===== src/rtl/sync_event_counter_mc.sv =====
// sync_event_counter_mc
// Multi-channel gated event counter. Rising edges on each asynchronous
// event input are counted over back-to-back gate windows of GATE_CYCLES
// clock cycles. At every window end all channels are snapshotted together
// and data_ready is raised for the GPIO reader, which clears it with data_ack.
// A snapshot that replaces unread data sets the sticky overrun flag.
//
// Ports:
//   clk            system clock
//   reset          asynchronous, active-high reset
//   enable         1 = run back-to-back windows, 0 = idle (partial window dropped)
//   event_trigger  asynchronous event inputs, one bit per channel
//   ch_sel         channel whose snapshot appears on events_counted/saturated
//   data_ack       reader acknowledge for the current snapshot
//   events_counted snapshot of channel ch_sel (0 when ch_sel >= NUM_CH)
//   saturated      snapshot of channel ch_sel reached all-ones
//   data_ready     snapshot valid, held until data_ack
//   overrun        sticky: a snapshot was overwritten before it was acknowledged
//
// Build option: define SYNC_EVT_CNT_DUAL_EDGE_EN to count both edges of each
// input instead of rising edges only.
//
// state | meaning
// IDLE  | counters held at 0, waiting for enable
// ARM   | SYNC_STAGES+1 cycles flushing stale synchroniser contents
// COUNT | gate window running, snapshot on its last cycle
module sync_event_counter_mc #(
    parameter int NUM_CH      = 4,
    parameter int CNT_WIDTH   = 32,
    parameter int GATE_CYCLES = 100_000_000,
    parameter int SYNC_STAGES = 2,
    localparam int SEL_W      = (NUM_CH > 1) ? $clog2(NUM_CH) : 1
) (
    input  logic                 clk,
    input  logic                 reset,
    input  logic                 enable,
    input  logic [NUM_CH-1:0]    event_trigger,
    input  logic [SEL_W-1:0]     ch_sel,
    input  logic                 data_ack,
    output logic [CNT_WIDTH-1:0] events_counted,
    output logic                 saturated,
    output logic                 data_ready,
    output logic                 overrun
);

    // One cycle counter serves both the ARM flush and the gate window.
    localparam int CYC_MAX = (GATE_CYCLES > SYNC_STAGES + 1) ? GATE_CYCLES : SYNC_STAGES + 1;
    localparam int CYC_W   = $clog2(CYC_MAX);
    localparam logic [CYC_W-1:0] GATE_LAST = CYC_W'(GATE_CYCLES - 1);
    localparam logic [CYC_W-1:0] ARM_LAST  = CYC_W'(SYNC_STAGES);

    typedef enum logic [1:0] {
        IDLE,
        ARM,
        COUNT
    } state_t;

    state_t                state;
    state_t                state_nx;
    logic                  win_end;
    logic [CYC_W-1:0]      cyc_cnt;
    logic [NUM_CH-1:0]     sync_q [SYNC_STAGES];
    logic [NUM_CH-1:0]     sync_prev;
    logic [NUM_CH-1:0]     pulse;
    logic [CNT_WIDTH-1:0]  running [NUM_CH];
    logic [CNT_WIDTH-1:0]  run_inc [NUM_CH];
    logic [CNT_WIDTH-1:0]  snap    [NUM_CH];
    logic [NUM_CH-1:0]     snap_sat;

    always_ff @(posedge clk or posedge reset) begin
        if (reset) begin
            for (int s = 0; s < SYNC_STAGES; s++) begin
                sync_q[s] <= '0;
            end
            sync_prev <= '0;
        end else begin
            sync_q[0] <= event_trigger;
            for (int s = 1; s < SYNC_STAGES; s++) begin
                sync_q[s] <= sync_q[s-1];
            end
            sync_prev <= sync_q[SYNC_STAGES-1];
        end
    end

`ifdef SYNC_EVT_CNT_DUAL_EDGE_EN
    assign pulse = sync_q[SYNC_STAGES-1] ^ sync_prev;
`else
    assign pulse = sync_q[SYNC_STAGES-1] & ~sync_prev;
`endif

    // Saturating increment: an all-ones counter stays put.
    always_comb begin
        for (int c = 0; c < NUM_CH; c++) begin
            run_inc[c] = (&running[c]) ? running[c] : running[c] + CNT_WIDTH'(pulse[c]);
        end
    end

    always_comb begin
        state_nx = state;
        win_end  = 1'b0;
        case (state)
            IDLE: begin
                if (enable) begin
                    state_nx = ARM;
                end
            end
            ARM: begin
                if (!enable) begin
                    state_nx = IDLE;
                end else if (cyc_cnt == ARM_LAST) begin
                    state_nx = COUNT;
                end
            end
            COUNT: begin
                if (!enable) begin
                    state_nx = IDLE;
                end else if (cyc_cnt == GATE_LAST) begin
                    win_end = 1'b1;
                end
            end
            default: state_nx = IDLE;
        endcase
    end

    always_ff @(posedge clk or posedge reset) begin
        if (reset) begin
            state      <= IDLE;
            cyc_cnt    <= '0;
            snap_sat   <= '0;
            data_ready <= 1'b0;
            overrun    <= 1'b0;
            for (int c = 0; c < NUM_CH; c++) begin
                running[c] <= '0;
                snap[c]    <= '0;
            end
        end else begin
            state <= state_nx;

            case (state)
                ARM: begin
                    cyc_cnt <= (cyc_cnt == ARM_LAST) ? '0 : cyc_cnt + CYC_W'(1);
                    for (int c = 0; c < NUM_CH; c++) begin
                        running[c] <= '0;
                    end
                end
                COUNT: begin
                    if (win_end) begin
                        // The pulse of the closing cycle belongs to this window.
                        cyc_cnt <= '0;
                        for (int c = 0; c < NUM_CH; c++) begin
                            snap[c]     <= run_inc[c];
                            snap_sat[c] <= &run_inc[c];
                            running[c]  <= '0;
                        end
                    end else begin
                        cyc_cnt <= cyc_cnt + CYC_W'(1);
                        for (int c = 0; c < NUM_CH; c++) begin
                            running[c] <= run_inc[c];
                        end
                    end
                end
                default: begin
                    cyc_cnt <= '0;
                    for (int c = 0; c < NUM_CH; c++) begin
                        running[c] <= '0;
                    end
                end
            endcase

            // A new snapshot keeps data_ready high even if acked in the same cycle.
            if (win_end) begin
                data_ready <= 1'b1;
                if (data_ready && !data_ack) begin
                    overrun <= 1'b1;
                end
            end else if (data_ack) begin
                data_ready <= 1'b0;
            end
        end
    end

    always_comb begin
        events_counted = '0;
        saturated      = 1'b0;
        if (32'(ch_sel) < NUM_CH) begin
            events_counted = snap[ch_sel];
            saturated      = snap_sat[ch_sel];
        end
    end

endmodule


===== config.mk =====
export PLATFORM = sky130hd
export DESIGN_NAME = sync_event_counter_mc
export DESIGN_NICKNAME = d
export VERILOG_FILES = /design/src/rtl/sync_event_counter_mc.sv
export SDC_FILE = /design/constraint.sdc
export NUM_CORES = 1
export LEC_CHECK = 0
export ABC_AREA = 1
export BUFFER_PORTS_ARGS = -buffer_cell sky130_fd_sc_hd__buf_4
export CORE_MARGIN = 1
export CORE_UTILIZATION = 31
export DETAILED_ROUTE_END_ITERATION = 8
export SLEW_MARGIN = 40
export SYNTH_ARGS = -nofsm -noshare
export SYNTH_HDL_FRONTEND = slang
export SYNTH_SLANG_ARGS = --single-unit
export TNS_END_PERCENT = 30

===== constraint.sdc =====
create_clock -name clk -period 12.3 [get_ports clk]
set_input_delay 0.615 -clock clk [delete_from_list [all_inputs] [get_ports clk]]
set_output_delay 0.615 -clock clk [all_outputs]
set_load 0.02 [all_outputs]

* After elaboration in Yosys (flattened, before gate mapping)
Cells that the tools add are included.
** Operators by class
- Add/subtract/negate cells :: 5
- Magnitude comparators :: 2
- Equality and inequality tests :: 7
- Mux-type cells :: 24
- Bitwise gates (word level) :: 3
- Reduce and logical (&&, ||, !) cells :: 15
** Operator list (count)
- 128-bit two-way mux :: 2
- 32-bit AND reduction :: 8
- 32-bit two-way mux :: 6
- 32-bit by 1-bit adder with 32-bit output :: 4
- 32-bit binary-select mux with 2-bit select :: 1
- 27-bit two-way mux :: 2
- 27-bit one-hot mux with 2 select lines :: 1
- 27-bit by 1-bit adder with 27-bit output (second input constant) :: 1
- 27-bit by 2-bit equality test with 1-bit output (second input constant) :: 1
- 27-bit equality test (second input constant) :: 1
- 2-bit two-way mux :: 4
- 1-bit two-way mux :: 6
- 2-bit one-hot mux with 3 select lines :: 1
- 4-bit AND :: 1
- 2-bit inequality test (second input constant) :: 2
- 4-bit NOT :: 1
- 2-bit AND reduction :: 2
- 3-bit greater-or-equal comparator (second input constant) :: 1
- 2-bit by 3-bit less-than comparator with 1-bit output (second input constant) :: 1
- 3-bit inequality test (second input constant) :: 1
- 2-bit NOT with 3-bit output :: 1
- 3-bit AND reduction :: 1
- 1-bit binary-select mux with 2-bit select :: 1
- 2-bit by 1-bit equality test with 1-bit output (second input constant) :: 1
- other kinds (5) :: 5
** Storage, ports and cells
- Register bits after elaboration :: 303
- Logic and storage cells :: 72

* Longest topological paths before layout
Gate-level depths: netlist (run 1).
- Depth in word-level cells :: 6
- Depth in mapped cells :: 18
- Mapped depth without buffers :: 18

* Worst setup path after synthesis (run 1)
OpenSTA, ideal clock, no wires.
- Path kind :: input to output
- Start point :: input ch_sel[0]
- End point :: output events_counted[10]
- Arrival :: 1.642 ns
- Slack :: 10.043 ns
- Stages :: 5
- Cell sequence :: inv_1 > clkbuf_1 > clkbuf_1 > nor2_1 > o22ai_1
** On the way
- Longest elaborated chain between the ends :: 4
** Ends and longest elaborated chain
- start: declaration :: RTL line 38 : input logic [SEL_W-1:0] ch_sel,
- 2-bit NOT with 3-bit output (not written as such) :: RTL line 186 : events_counted = snap[ch_sel];
- 32-bit binary-select mux with 2-bit select :: RTL line 186
- 32-bit two-way mux (not written as such) (2 in series) :: RTL line 186
- end: declaration :: RTL line 40 : output logic [CNT_WIDTH-1:0] events_counted,
Every way passes these cells. The select of a mux whose other input is x is not followed.

* Worst setup path after layout (run 1)
- Start point :: register state[0]
- End point :: register cyc_cnt[2]
** On the way
- Longest elaborated chain between the ends :: 4
** Ends and longest elaborated chain
- start: declaration :: RTL line 58 : state_t state;
- start signal: assignment :: RTL line 137 : state <= state_nx;
- 2-bit equality test :: RTL line 101, 139
- 1-bit two-way mux :: RTL line 101 : case (state)
- 27-bit two-way mux :: RTL line 147 : if (win_end) begin
- 27-bit one-hot mux with 2 select lines * :: RTL line 139 : case (state)
- end signal: assignment :: RTL line 141 : cyc_cnt <= (cyc_cnt == ARM_LAST) ? '0 : cyc_cnt + CYC_W'(1);
- end signal: assignment :: RTL line 156 : cyc_cnt <= cyc_cnt + CYC_W'(1);
- end: declaration :: RTL line 61 : logic [CYC_W-1:0] cyc_cnt;
Mark *: on every way between the ends. The rest lies on a longest branch, timed or not.
A chain may end at the register's enable or synchronous reset.

==> impl_metrics.ini, run 1 <==
[route]
drt-total-wl_mm = 52.2
antenna_left = 0
drt-initial-drc-count = 1392
post_drt_wl_per_cell_um = 16.8
via_per_inst = 4.94
drc_errors = 0
vias = 15400
first_pass_iters = 8

[place]
hpwl_mm = 39.2
place.gp.congestion = 0.962
dpl.cell_count = 3055
numPortBuffers = 44
dp_slack_ns = 8.54

[power_and_ir_drop]
p_leak_nw = 8.12
p_int_mw = 1.68
swShare_pct = 26.5
seqPwrFrac_pct = 44.2
powerDensity_nw_per_um2 = 121
ir_worst_vdd_mv = 0.0697
p_comb_share_pct = 8.7
power.switching_mw = 0.607
clock_power_share_pct = 47.1
p_total_mw = 2.29

[sta]
skew_ns = 0.0400
finalSetupViolCount = 0
rsz0062_at_grt = false
clock.fmax_mhz = 270
maxSlewViolCount = 0
period_share_pct = 30.1
setup_ws_ns = 8.60
relSlewSlack_pct = 43.9
hold_viol = 0
fin_setup_tns_ns = 0
worst_pin_slew_ns = 0.837
period_minus_slack_ns = 3.70

[clock_tree]
cts_sinks = 303
cts_buffers = 35
cts_root_buf = clkbuf_16
clk_latency_ns = 0.56
cts_buffer_depth = 3
cts-resized-gates = 0
hold_buffers = 0
post-cts-setup-buffers = 0
htreeDepth = 2
cts_tree = yes
clk_pin_slew_worst_paths_ns = 0.06

[final_layout]
syn2layout_area_growth_pct = 11.8
layout-drive-gt1-share_pct = 6.11
antenna_cells = 0
postLayoutCoreUtil_pct = 35.1
fin_nets = 2422
fin_cells = 3117

[status]
status = complete, no violations

[floorplanning]
ios = 45
fp.dieH_um = 236
start_util_pct = 31.4
num_rows = 85
fp.dieArea_um2 = 55500
fp.dieW_um = 236
core_area_um2 = 53900

[synth]
syn_avg_cell_area_um2 = 7.11
ys_seq_area_share_pct = 44.8
synth_area_um2 = 16900
ys_async_sr_fraction_pct = 100
synth_warnings = 0
synth_ff_type = dfrtp_1
synthesis.nets = 2408
netlist_instances = 2382
synth-edff-count = 0
synth_cell_types = 38
ys_ff_latch = 303

[worst_setup_path]
endpoint_kind = flip-flop
cp_slowest_stage_delay_ns = 0.57
critical_path_class = reg2reg
crit_slowest_cell = buf_6
crit_required_ns = 12.71
rrSetupSlack_ns = 8.60
worst-path-max-fanout = 130
arrival_ns = 4.11
crit_chain = inv_1 > ha_1 > nand3_1 > nor2_1 > nand3_1 > nor2_4 > inv_8 > nand2_4 > buf_6 > nand2_2 > nand2_4 > nor3b_1
startpoint_type = flip-flop

[job]
max-cap-violations = 0

[worst_hold_path]
min_path_type = in2async

[global_route]
antenna_found_initial = 1
grt_max_degree = 131
grt_overflow_total = 0
grt_pass1_vias = 15000
grt_first_pass_wirelength_mm = 83.0
grtUsageTotal_pct = 19.0
placed cells by master (no fill, tap or decap), drive strengths merged, types with 16 or more instances in the layout:
master    n
xor2     47
buf      54
o22ai    33
nor2    513
nand3    98
nand2   724
nor3     25
nand4    24
ha       16
a21oi    30
inv     223
xnor2    30
o21ai   198
clkbuf   48
dfrtp   303
kinds of logic after synthesis:
family,count (synthesis),share of synthesized area [%]
fa+ha+maj,16,1.18
flops,303,44.8
compound gates,290,9.16
xor+xnor,77,3.98
buf+inv,301,7.93
simple gates,1395,32.9
worst paths after layout:
check	end	cells after the start	startpoint
worst max-delay path	cyc_cnt[2]	12	state[0]
worst min-delay path	running[116]	2	reset
worst max register to register	cyc_cnt[2]	12	state[0]
worst min register to register	sync_q[0]	0	sync_q[4]
max in group asynchronous	snap[50]	3	reset
min in group clk	sync_q[7]	1	event_trigger[3]
cell usage after synthesis (25+ instances only):
| master | count | area share (%) |
|---|---|---|
| inv_1 | 217 | 4.8 |
| clkbuf_1 | 38 | 0.84 |
| buf_6 | 25 | 1.7 |
| xor2_1 | 47 | 2.4 |
| a21oi_1 | 30 | 0.89 |
| o21ai_0 | 187 | 5.5 |
| nor2_1 | 499 | 11 |
| xnor2_1 | 30 | 1.6 |
| nand3_1 | 98 | 2.9 |
| o22ai_1 | 33 | 1.2 |
| nand2_1 | 718 | 16 |
| dfrtp_1 | 303 | 45 |
metrics by stage:
stage | cell area [um^2] | hold slack, ns
after floorplan | 16900 | 0.331
after global placement | 17700 | 0.333
after detailed placement | 17700 | 0.335
after CTS | 18900 | 0.139
after global routing | 18900 | 0.157
final | 18900 | 0.129
registers in the layout (all words and copies together) (netlist names):
name / count
overrun: 1
snap_sat: 4
running: 128
sync_prev: 4
sync_q: 8
state: 2
cyc_cnt: 27
data_ready: 1
snap: 128
power groups by stage:
stage | clock network (mW) | registers [mW] | logic (mW)
after floorplan | 0 | 1.03 | 0.166
after global placement | 0 | 1.03 | 0.197
after detailed placement | 0 | 1.03 | 0.201
after CTS | 1.10 | 1.01 | 0.202
after global routing | 1.14 | 1.01 | 0.220
final | 1.08 | 1.01 | 0.198
cell type report:
| class | count | area, um^2 |
|---|---|---|
| fillers | 5753 | 35000 |
| multi-input cells | 1778 | 8000 |
| flip-flops and latches | 303 | 7580 |
| clock buffers | 48 | 1030 |
| well taps | 696 | 871 |
| inverters | 224 | 861 |
| repair buffers | 54 | 420 |
| clock inverters | 14 | 154 |
layer usage:
metal  vias up  wire, um  GRT usage (%)
met5         -         0              0
met4         0      1660           6.87
met3        84      3800           4.43
met2       463     23400           29.8
met1      7347     23400           25.4
li1       7513         -              -
critical path: cells and delay by family, from the launching register on:
kind | cells | cell delay [ns]
simple gates | 8 | 1.72
fa+ha+maj | 1 | 0.34
buf+inv | 3 | 0.94
flops | 1 | 0.40
Note: power is estimated with default switching activity, not from simulation.
==> inputs of run 2 (changes only) <==
- clock period: 12.3 -> 3.05 ns (I/O delays scaled with it)
==> impl_metrics.ini, run 2 (synthesis gave the netlist of run 1 again) <==
[power_and_ir_drop]
clock_power_share_pct = 48.0
power.switching_mw = 2.46
swShare_pct = 25.8
ir_worst_vdd_mv = 0.310
p_comb_share_pct = 9.1
seqPwrFrac_pct = 42.8
p_leak_nw = 8.30
p_int_mw = 7.08
powerDensity_nw_per_um2 = 495
p_total_mw = 9.53

[global_route]
grt_max_degree = 116
grt_overflow_total = 0
grt_pass1_vias = 15400
grtUsageTotal_pct = 20.1
antenna_found_initial = 1
grt_first_pass_wirelength_mm = 87.7

[place]
place_area_um2 = 17900
place.gp.congestion = 0.928
numPortBuffers = 44
hpwl_mm = 42.1
dpl.cell_count = 3073

[final_layout]
final_common_cell = nand2_1
stdcell_area_um2 = 19300
regArea_um2 = 7580
layout-drive-gt1-share_pct = 6.74
syn2layout_area_growth_pct = 13.8
fin_nets = 2448
antenna_cells = 0
multiInputGateArea_um2 = 8010
fin_cells = 3143
postLayoutCoreUtil_pct = 35.7
fillers = 5741
reg.largest.list = running: 128 flops, snap: 128 flops, cyc_cnt: 27 flops
final_cell_mix = 718 x nand2_1, 498 x nor2_1, 303 x dfrtp_1, 215 x inv_1, 187 x o21ai_0

[worst_setup_path]
crit_chain = inv_1 > ha_1 > nand3_1 > nor2_1 > nand3_1 > nor2_4 > inv_6 > nand2_4 > nand2_2 > nand2_4 > nor2_1
cp.buffers_inverters = 2
crit_slowest_cell = dfrtp_1
cp_slowest_stage_delay_ns = 0.40
endpoint_kind = flip-flop
critical_path_class = reg2reg
cp_top_family = simple AND/OR/NAND/NOR gates
arrival_ns = 2.99
rrSetupSlack_ns = 0.48
crit_required_ns = 3.47
worst-path-max-fanout = 43
startpoint_type = flip-flop

[clock_tree]
cts_root_buf = clkbuf_16
cts_buffer_depth = 3
clk_pin_slew_worst_paths_ns = 0.06
cts_tree = yes
post-cts-setup-buffers = 0
cts_sinks = 303
clk_latency_ns = 0.54
htreeDepth = 2
cts_buffers = 36

[sta]
hold_viol = 0
worst_pin_slew_ns = 0.733
rsz0062_at_grt = false
finalSetupViolCount = 0
skew_ns = 0.0129
relSlewSlack_pct = 50.6
period_minus_slack_ns = 2.57
clock.fmax_mhz = 389
period_share_pct = 84.3
maxSlewViolCount = 0

[route]
drc_errors = 0
vias = 15500
drt-initial-drc-count = 1250
drt-total-wl_mm = 54.8
via_per_inst = 4.92
post_drt_wl_per_cell_um = 17.4
antenna_left = 0
first_pass_iters = 8

[floorplanning]
start_util_pct = 31.4
fp.dieH_um = 236
core_area_um2 = 53900
fp.dieW_um = 236
fp.dieArea_um2 = 55500
ios = 45
num_rows = 85

[status]
status = complete, no violations

[job]
max-cap-violations = 0

[worst_hold_path]
min_path_type = in2reg
run 2: changes by cell type in the layout (fill, tap and decap cells not counted), moves of 2 or more:
cell and delta:
bufinv_16 +3, clkbuf_8 -4, dlygate4sd3_1 +7, buf_4 +14
clkinv_8 -2, clkbuf_16 +2, clkbuf_1 +3, buf_12 +8
buf_6 -4, inv_8 -2
run 2: path summary, 6_finish.rpt:
path,start,endpoint,cells after the start
worst max-delay path,state[0],cyc_cnt[15],11
worst max register to register,state[0],cyc_cnt[15],11
min in group asynchronous,reset,sync_q[0],3
worst min register to register,sync_q[5],sync_q[1],0
max in group asynchronous,reset,snap[55],4
worst min-delay path,event_trigger[1],sync_q[5],2
run 2: repair_timing:
item | 4_1_cts | 5_1_grt
endpoints found under the hold margin | 27 | 0
hold buffers | 7 | 0
gates resized for setup | 0 | 1
setup endpoints to repair | 0 | 1
run 2: layout make-up:
type / instances / share of cell area [%]
clock inverter: 14 / 1.03
tap: 696 / 4.52
sequential: 303 / 39.4
inverter: 224 / 4.41
timing repair buffer: 79 / 3.69
multi-input combinational: 1778 / 41.6
clock buffer: 49 / 5.41
run 2: worst register-to-register path, cell delays in order, from the launching register on:
cell,delay [ns]
dfrtp_1,0.40
inv_1,0.09
ha_1,0.30
nand3_1,0.12
nor2_1,0.11
nand3_1,0.11
nor2_4,0.38
inv_6,0.22
nand2_4,0.28
nand2_2,0.10
nand2_4,0.25
nor2_1,0.10
run 2: through the flow:
stage               hold slack, ns  setup WS, ns  setup TNS (ns)
finish                       0.272         0.480               0
floorplan                    0.184         -1.13         -342.85
detailed placement           0.263         0.325               0
CTS                          0.242         0.314               0
global route                 0.262        0.0935               0
global placement             0.264         0.418               0
run 2: routing by layer:
layer	track usage, %	vias to the layer above	part of all wire (%)
met3	2.46	63	4.9
met5	0	-	0
li1	-	7552	-
met2	32.9	415	46
met4	5.21	0	2.1
met1	27.9	7428	47
run 2: power by group through the flow:
stage	Sequential, mW	Combinational (mW)	Clock, mW
floorplan	4.15	0.672	0
global placement	4.15	0.864	0
detailed placement	4.15	0.879	0
CTS	4.08	0.889	4.69
global route	4.08	0.965	4.86
finish	4.08	0.872	4.58
==> inputs of run 3 (changes only) <==
- clock period: 3.05 -> 2.48 ns (I/O delays scaled with it)
==> impl_metrics.ini, run 3 (synthesis gave the netlist of run 1 again) <==
[sta]
fin_setup_tns_ns = 0
skew_ns = 0.0239
hold_viol = 0
period_share_pct = 90.0
relSlewSlack_pct = 58.5
maxSlewViolCount = 0
clock.fmax_mhz = 448
finalSetupViolCount = 0
rsz0062_at_grt = true
period_minus_slack_ns = 2.23
worst_pin_slew_ns = 0.616
setup_ws_ns = 0.248

[route]
drt-total-wl_mm = 55.5
post_drt_wl_per_cell_um = 17.5
first_pass_iters = 6
drc_errors = 0
drt-initial-drc-count = 1362
antenna_left = 0
vias = 15700
via_per_inst = 4.93

[worst_setup_path]
critical_path_class = reg2reg
endpoint_kind = flip-flop
crit_required_ns = 2.98
ff2ff_path_depth = 15
r2r-start = sync_prev[3]
arrival_ns = 2.74
startpoint_type = flip-flop
worst-path-max-fanout = 5
reg2reg_to = snap_sat[3]
rrSetupSlack_ns = 0.25

[final_layout]
fin_nets = 2482
final_cell_mix = 714 x nand2_1, 494 x nor2_1, 303 x dfrtp_1, 214 x inv_1, 187 x o21ai_0
reg.largest.list = running: 128 flops, snap: 128 flops, cyc_cnt: 27 flops
final_common_cell = nand2_1
syn2layout_area_growth_pct = 15.5
fillers = 5690
layout-drive-gt1-share_pct = 8.42
antenna_cells = 0

[clock_tree]
cts_buffers = 36
clk_pin_slew_worst_paths_ns = 0.06
htreeDepth = 2
clk_latency_ns = 0.56
cts_root_buf = clkbuf_16
cts_sinks = 303
cts_tree = yes
cts_buffer_depth = 3

[place]
hpwl_mm = 42.7
numPortBuffers = 44
place.gp.congestion = 0.979
dp_slack_ns = 0.0332

[global_route]
grt_max_degree = 103
antenna_found_initial = 0
grtUsageTotal_pct = 20.3
grt_overflow_total = 0
grt_first_pass_wirelength_mm = 88.5
grt_pass1_vias = 15500

[status]
status = complete, no violations

[power_and_ir_drop]
p_int_mw = 8.37
ir_worst_vdd_mv = 0.358
swShare_pct = 26.7
powerDensity_nw_per_um2 = 584
p_comb_share_pct = 9.6
power.switching_mw = 3.05
clock_power_share_pct = 46.5
p_leak_nw = 8.43
seqPwrFrac_pct = 44.0

[floorplanning]
core_area_um2 = 53900
num_rows = 85
start_util_pct = 31.4
fp.dieArea_um2 = 55500
fp.dieH_um = 236
ios = 45
fp.dieW_um = 236

[job]
max-cap-violations = 0

[worst_hold_path]
min_path_type = in2async
-- run 3: cell types whose count changed in the layout (fill, tap and decap cells not counted), moves of 2 or more --
cell        change
buf_12          +5
buf_4          +29
bufinv_16       -3
clkbuf_1        +3
clkbuf_8        -4
clkinvlp_4      +5
ha_1            -2
nand2_1         -4
nand2_2         +4
nor2_1          -4
nor2_2          +2
nor2_4          +2
-- run 3: final cells by class --
type	count	area (um^2)	area share, %
clock inverters	15	149	0.761
well taps	696	871	4.45
inverters	224	850	4.34
multi-input cells	1778	8060	41.2
repair buffers	113	1030	5.26
flip-flops and latches	303	7580	38.8
clock buffers	49	1020	5.23
-- run 3: through the flow --
stage	hold slack, ns	std cells	util, %	area (um^2)	total power, mW
final	0.154	3178	36.3	19600	11.4
after global routing	0.198	3178	36.3	19600	11.8
after CTS	0.138	3175	36.1	19500	11.6
after detailed placement	0.183	3104	33.8	18200	6.20
after global placement	0.180	3104	33.8	18200	6.18
after floorplan	0.155	2382	-	16900	5.93
-- run 3: metal layers --
metal / global-route usage [%] / share of wire (%)
met1: 27.5 / 46
met2: 33.6 / 47
met3: 2.15 / 4.5
met5: 0 / 0
met4: 6.95 / 3.0
-- run 3: power groups by stage --
stage                     clock (mW)  combinational, mW  sequential (mW)
after floorplan                    0              0.826             5.10
after global placement             0               1.08             5.11
after detailed placement           0               1.09             5.11
after CTS                       5.44               1.10             5.02
after global routing            5.61               1.19             5.02
final                           5.31               1.10             5.02
-- run 3: worst max path at each step --
stage / startpoint / end / slack, ns / cells past startpoint
after CTS: sync_q[2] / snap_sat[2] / 0.04 / 16
after detailed placement: sync_q[2] / snap_sat[2] / 0.03 / 16
final: sync_prev[3] / snap_sat[3] / 0.25 / 15
after global routing: sync_q[2] / snap_sat[2] / -0.01 / 18
after floorplan: reset / cyc_cnt[0] / -1.67 / 1
after global placement: sync_q[2] / snap_sat[2] / 0.18 / 16
-- run 3: worst max-delay path, stage by stage, from the launching register on --
cell     delay [ns]
dfrtp_1        0.37
nor2_1         0.16
ha_1           0.22
ha_1           0.18
inv_1          0.07
nor2_4         0.17
buf_4          0.15
inv_1          0.03
nor2_1         0.11
nand2_1        0.08
xor2_1         0.15
o21ai_0        0.14
nand2_1        0.06
nor2_1         0.13
nand3_1        0.09
nand2_1        0.06
-- run 3: timing repair --
item / 4_1_cts / 5_1_grt
hold buffers: 7 / 0
endpoints found under the setup margin: 0 / 40
gates resized for setup: 0 / 16
buffers inserted: 0 / 3
hold endpoints to repair: 82 / 0
